## config.mk

```make
export PLATFORM = sky130hd
export DESIGN_NAME = note_sequencer_flat
export DESIGN_NICKNAME = d
export VERILOG_FILES = /design/src/rtl/note_sequencer_if.sv /design/src/rtl/note_sequencer.sv /design/src/flat_wrapper.sv
export SDC_FILE = /design/constraint.sdc
export NUM_CORES = 1
export LEC_CHECK = 0
export ABC_AREA = 1
export CORE_UTILIZATION = 46
export DETAILED_ROUTE_END_ITERATION = 8
export MAX_ROUTING_LAYER = met4
export PLACE_DENSITY_LB_ADDON = 0.15
export RECOVER_POWER = 50
export SLEW_MARGIN = 5
export SYNTH_ARGS = -nofsm -noshare
export SYNTH_HDL_FRONTEND = slang
export SYNTH_SLANG_ARGS = --single-unit
```

## constraint.sdc

```tcl
create_clock -name clk -period 1.95 [get_ports clk]
set_clock_uncertainty 0.05 [all_clocks]
set_input_delay 0.4875 -clock clk [delete_from_list [all_inputs] [get_ports clk]]
set_output_delay 0.4875 -clock clk [all_outputs]
set_load 0.005 [all_outputs]
```

## src/rtl/note_sequencer_if.sv

```systemverilog
// note_sequencer_if
// Note-memory read port shared by the sequencer and the song RAM.
// The RAM has a 1-cycle synchronous read: mem_data is valid in the cycle
// after mem_rd is high with mem_addr.
//   mem_addr  sequencer -> RAM  read address
//   mem_rd    sequencer -> RAM  read enable
//   mem_data  RAM -> sequencer  note word {voice4, voice3, voice2, voice1}
// Modports: master = sequencer side, slave = memory side.
interface note_sequencer_if #(
  parameter int ADDR_W = 8
);
  logic [ADDR_W-1:0] mem_addr;
  logic              mem_rd;
  logic [31:0]       mem_data;

  modport master (
    output mem_addr,
    output mem_rd,
    input  mem_data
  );

  modport slave (
    input  mem_addr,
    input  mem_rd,
    output mem_data
  );
endinterface

```

## src/rtl/note_sequencer.sv

```systemverilog
// note_sequencer
// Plays a song stored one 32-bit word per step in the note memory. Each word
// carries four 8-bit frequency codes that are held on freq1..freq4 for
// tick_len cycles, then the next word is fetched. 32'hFFFF_FFFF marks the end
// of the song: either playback finishes (DONE) or restarts at address 0.
// Ports:
//   clk, reset_n          clock; asynchronous active-low reset
//   start, stop           single-cycle control pulses
//   loop_en               restart at address 0 on the end marker
//   step_ticks            step length in cycles, latched on accepted start
//   mem                   note-memory read port (master side)
//   freq1..freq4          registered frequency codes, 0 = rest
//   step_strobe           one-cycle pulse when new codes first appear
//   busy, done            playback status
module note_sequencer #(
  parameter int ADDR_W = 8,
  parameter int TICK_W = 16
) (
  input  logic              clk,
  input  logic              reset_n,
  input  logic              start,
  input  logic              stop,
  input  logic              loop_en,
  input  logic [TICK_W-1:0] step_ticks,
  note_sequencer_if.master  mem,
  output logic [7:0]        freq1,
  output logic [7:0]        freq2,
  output logic [7:0]        freq3,
  output logic [7:0]        freq4,
  output logic              step_strobe,
  output logic              busy,
  output logic              done
);

  typedef enum logic [2:0] {IDLE, FETCH, LOAD, HOLD, DONE} state_t;

  state_t            state_reg, state_next;
  logic [ADDR_W-1:0] addr_reg, addr_next;
  logic [TICK_W-1:0] tick_len_reg, tick_len_next;
  logic [TICK_W-1:0] count_reg, count_next;
  logic [31:0]       freq_reg, freq_next;
  logic              mem_rd_reg, mem_rd_next;
  logic              strobe_reg, strobe_next;
  logic              busy_reg, busy_next;
  logic              done_reg, done_next;

  logic start_ok;
  logic end_marker;

  // stop takes priority over a coincident start in every state, so a
  // start+stop pulse never launches playback.
  assign start_ok   = start && !stop && (step_ticks != '0);
  assign end_marker = (mem.mem_data == 32'hFFFF_FFFF);

  always_comb begin
    state_next    = state_reg;
    addr_next     = addr_reg;
    tick_len_next = tick_len_reg;
    count_next    = count_reg;
    freq_next     = freq_reg;
    strobe_next   = 1'b0;

    case (state_reg)
      IDLE, DONE: begin
        if (start_ok) begin
          tick_len_next = step_ticks;
          addr_next     = '0;
          state_next    = FETCH;
        end
      end
      FETCH: state_next = LOAD;
      LOAD: begin
        if (end_marker) begin
          // A marker at address 0 means an empty song; looping it would
          // fetch forever, so it always finishes.
          if (loop_en && (addr_reg != '0)) begin
            addr_next  = '0;
            state_next = FETCH;
          end else begin
            state_next = DONE;
          end
        end else begin
          freq_next   = mem.mem_data;
          strobe_next = 1'b1;
          count_next  = tick_len_reg - TICK_W'(1);
          addr_next   = addr_reg + ADDR_W'(1);
          state_next  = HOLD;
        end
      end
      HOLD: begin
        if (count_reg == '0) state_next = FETCH;
        else                 count_next = count_reg - TICK_W'(1);
      end
      default: state_next = IDLE;
    endcase

    if (stop && (state_reg inside {FETCH, LOAD, HOLD})) begin
      state_next  = IDLE;
      strobe_next = 1'b0;
    end

    // Voices are silent whenever playback is not running.
    if ((state_next == IDLE) || (state_next == DONE)) freq_next = '0;

    mem_rd_next = (state_next == FETCH);
    busy_next   = (state_next inside {FETCH, LOAD, HOLD});
    done_next   = (state_next == DONE);
  end

  always_ff @(posedge clk or negedge reset_n) begin
    if (!reset_n) begin
      state_reg    <= IDLE;
      addr_reg     <= '0;
      tick_len_reg <= '0;
      count_reg    <= '0;
      freq_reg     <= '0;
      mem_rd_reg   <= 1'b0;
      strobe_reg   <= 1'b0;
      busy_reg     <= 1'b0;
      done_reg     <= 1'b0;
    end else begin
      state_reg    <= state_next;
      addr_reg     <= addr_next;
      tick_len_reg <= tick_len_next;
      count_reg    <= count_next;
      freq_reg     <= freq_next;
      mem_rd_reg   <= mem_rd_next;
      strobe_reg   <= strobe_next;
      busy_reg     <= busy_next;
      done_reg     <= done_next;
    end
  end

  // addr_reg is the fetch address while in FETCH, so it drives the RAM directly.
  assign mem.mem_addr = addr_reg;
  assign mem.mem_rd   = mem_rd_reg;
  assign freq1        = freq_reg[7:0];
  assign freq2        = freq_reg[15:8];
  assign freq3        = freq_reg[23:16];
  assign freq4        = freq_reg[31:24];
  assign step_strobe  = strobe_reg;
  assign busy         = busy_reg;
  assign done         = done_reg;

endmodule

```

## src/flat_wrapper.sv

```systemverilog
// flat-port wrapper written by rule: the top's interface ports become plain ports
module note_sequencer_flat 
#(
  parameter int ADDR_W = 8,
  parameter int TICK_W = 16
)
  (clk, reset_n, start, stop, loop_en, step_ticks, freq1, freq2, freq3, freq4, step_strobe, busy, done, mem_mem_addr, mem_mem_rd, mem_mem_data);
  note_sequencer_if #(.ADDR_W(ADDR_W)) mem_i ();
  input  logic clk;
  input  logic reset_n;
  input  logic start;
  input  logic stop;
  input  logic loop_en;
  input  logic [TICK_W-1:0] step_ticks;
  output logic [7:0] freq1;
  output logic [7:0] freq2;
  output logic [7:0] freq3;
  output logic [7:0] freq4;
  output logic step_strobe;
  output logic busy;
  output logic done;
  output wire logic [$bits(mem_i.mem_addr)-1:0] mem_mem_addr;
  output wire logic [$bits(mem_i.mem_rd)-1:0] mem_mem_rd;
  input wire logic [$bits(mem_i.mem_data)-1:0] mem_mem_data;
  assign mem_mem_addr = mem_i.mem_addr;
  assign mem_mem_rd = mem_i.mem_rd;
  assign mem_i.mem_data = mem_mem_data;
  note_sequencer #(.ADDR_W(ADDR_W), .TICK_W(TICK_W)) u_core (.clk(clk), .reset_n(reset_n), .start(start), .stop(stop), .loop_en(loop_en), .step_ticks(step_ticks), .mem(mem_i), .freq1(freq1), .freq2(freq2), .freq3(freq3), .freq4(freq4), .step_strobe(step_strobe), .busy(busy), .done(done));
endmodule
```

==> results.yml <==
clock_network:
  clk_latency_ps: 350
  postCtsHoldBufs: 0
  cts-buffers-inserted: 9
  clock-sinks: 79
  clk_path_buf_depth: 2
  htreeDepth: 3
  clk_pin_slew_ps: 90
  cts_tree: "done"
  cts-root-buf: "clkbuf_8"
logic_synthesis:
  synth_common_cells: "nand2_1 (268), dfrtp_1 (79), nor2_1 (62)"
  synth_top_cell_area_share_pct: 45.4
  synth_top_family_by_area: "simple AND/OR/NAND/NOR gates"
  synth_cells: 605
  synthAdderAreaFrac_pct: 0.862
  synth_area_mm2: 0.00436
  synth_ff_type: "dfrtp_1"
  synth-simple-area-share_pct: 36.6
  yosysTopAreaCell: "dfrtp_1"
  synth_compound_area_share_pct: 9.99
  synthXorXnorAreaFrac_pct: 0.804
  syn-num-nets: 661
  synthMuxAreaShare_pct: 0
  ys_ff_latch: 79
  async_flop_share_pct: 100
  yosysSeqAreaShare_pct: 45.4
  synth_cell_types: 30
  ys.warnings.count: 0
  synth_edf_count: 0
  synth.most_common_cell: "nand2_1"
  ys_top_cells_by_area: "dfrtp_1 (45%), nand2_1 (23%), nor2_1 (5.3%)"
  syn-mean-instance-area_um2: 7.20
floorplanning:
  fp.coreArea_mm2: 0.00920
  start_util_pct: 47.4
  io-pin-count: 97
  die-area_mm2: 0.00986
  num_rows: 35
  fp.dieW_um: 99.3
  die_h_um: 99.3
critical_path:
  cp-end-kind: "register"
  crit_arrival_ps: 2100
  start_kind: "primary input"
  required_ps: 2140
  critPathMaxFanout: 14
  r2r_cells: 8
  path_class: "in2reg"
global_route:
  gr-usage-met3_pct: 4.15
  grtUsageMet2_pct: 43.8
  grt_overflow_total: 0
  grt_pass1_vias: 4355
  antenna_found_initial: 0
  grt_pass1_wl_mm: 19.5
  grt_usage_pct: 25.8
  gr-usage-met1_pct: 30.3
  grt_max_degree: 80
  grt_busiest_layer: "met2"
layout:
  drive_gt1_share_pct: 15.2
  area.growth.synth_to_final_pct: 42.5
  register_area_mm2: 0.00198
  final_cells: 861
  n_fill_cell: 782
  final_nets: 801
  design_area_mm2: 0.00621
  multi_input_area_mm2: 0.00219
  diodes: 0
  largest_reg_flops: 32
timing:
  max_freq_mhz: 522
  rsz0062_at_grt: "yes"
  min_period_ps: 1910
  finalSetupTns_ps: 0
  worst_slew_pin_slew_ps: 1080
  drv_slew: 0
  timing.slew.headroom_pct: 28.1
  finalHoldViolations: 0
  finalCritPeriodShare_pct: 98.2
  worst_slack_ps: 36.0
  setup_viol: 0
detailed_routing:
  vias: 4361
  drcViolationCount: 2
  dr.pass1.iters: 6
  wl_per_cell_um: 14.0
  routed_wl_mm: 12.0
  drt-initial-drc-count: 197
  viasPerCell: 5.07
  ant_nets: 0
placement:
  dp.cells: 840
  io_buffers: 96
  placed_area_mm2: 0.00579
  place_ws_ps: -383
  post-dp-hpwl_mm: 8.40
  gp_congestion: 0.893
power:
  ir_drop_uv: 791
  p_per_area_mw_per_mm2: 1570
  p_leak_uw: 0.00313
status:
  violations: "DRC"
  status: "finished, violations left"
min_path:
  hold_path.class: "in2async"
run:
  max-cap-violations: 0
## cells in the final DEF (no fill, tap or decap), types with 7 or more instances in the layout
cell	n
a21boi_0	20
a21boi_1	12
buf_4	42
clkbuf_8	9
clkdlybuf4s50_1	88
dfrtp_1	76
dlymetal6s2s_1	7
inv_1	39
nand2_1	262
nand2_2	11
nand3_1	21
nand4_1	13
nor2_1	51
nor2_2	12
o21ai_0	23
## metal layers
metal / vias to the layer above / routed length, um
met3: 26 / 487
li1: 2184 / -
met4: 0 / 306
met1: 2030 / 5100
met2: 121 / 6130
met5: - / 0
## where the power goes
part	leakage [uW]	switching (uW)	internal [uW]
combinational	0.00200	2870	2550
sequential	0.00102	538	2380
clock	0.000104	660	731
## repair_timing
action | in CTS | in global routing
pin swaps | 0 | 9
resized for setup | 1 | 44
endpoints found under the setup margin | 5 | 60
buffers inserted | 0 | 1
gates cloned | 0 | 4
## metrics by stage
stage               hold slack (ps)  util [%]  power, uW
floorplan                       142         -       5600
global placement                418      63.0       7660
detailed placement              421      63.0       7780
CTS                             107      65.4       9210
global route                    472      67.5      10500
finish                          403      67.5       9720
## worst max-delay path, stage by stage
cell,delay (ps)
clkdlybuf4s50_1,480
nand2_1,60
nor2_1,120
nand2_1,100
nor2_2,140
nand3_1,140
nand2_1,120
nand2_1,90
nand2_4,100
clkbuf_16,180
a21boi_0,80
## final timing paths
kind | to | from | slack [ps]
min in group clk | u_core.tick_len_reg[14]$_DFFE_PN0P_ | u_core.tick_len_reg[14]$_DFFE_PN0P_ | 440
worst max register to register | u_core.mem.mem_addr[2]$_DFFE_PN0P_ | u_core.state_reg[0]$_DFF_PN0_ | 100
max in group asynchronous | u_core.state_reg[2]$_DFF_PN0_ | reset_n | 700
worst min-delay path | u_core.tick_len_reg[2]$_DFFE_PN0P_ | reset_n | 400
worst min register to register | u_core.tick_len_reg[14]$_DFFE_PN0P_ | u_core.tick_len_reg[14]$_DFFE_PN0P_ | 440
worst max-delay path | u_core.freq_reg[19]$_DFFE_PN0P_ | mem_mem_data[12] | 40
## kinds of logic (layout without fill, tap and decap cells)
logic type | after synthesis | in the layout
AND/OR/NAND/NOR | 385 | 385
flip-flops | 79 | 79
AO/OA/AOI/OAI | 68 | 68
buffers and inverters | 66 | 211
XOR/XNOR | 4 | 4
adder cells (fa/ha/maj) | 3 | 3
## layout make-up
cell class | instances | share of cell area, %
timing repair buffer | 151 | 24.3
inverter | 44 | 2.68
clock buffer | 10 | 2.06
tap | 111 | 2.24
multi-input combinational | 460 | 35.3
clock inverter | 6 | 1.49
sequential | 79 | 31.9
Note: power is estimated with default switching activity, not from simulation.
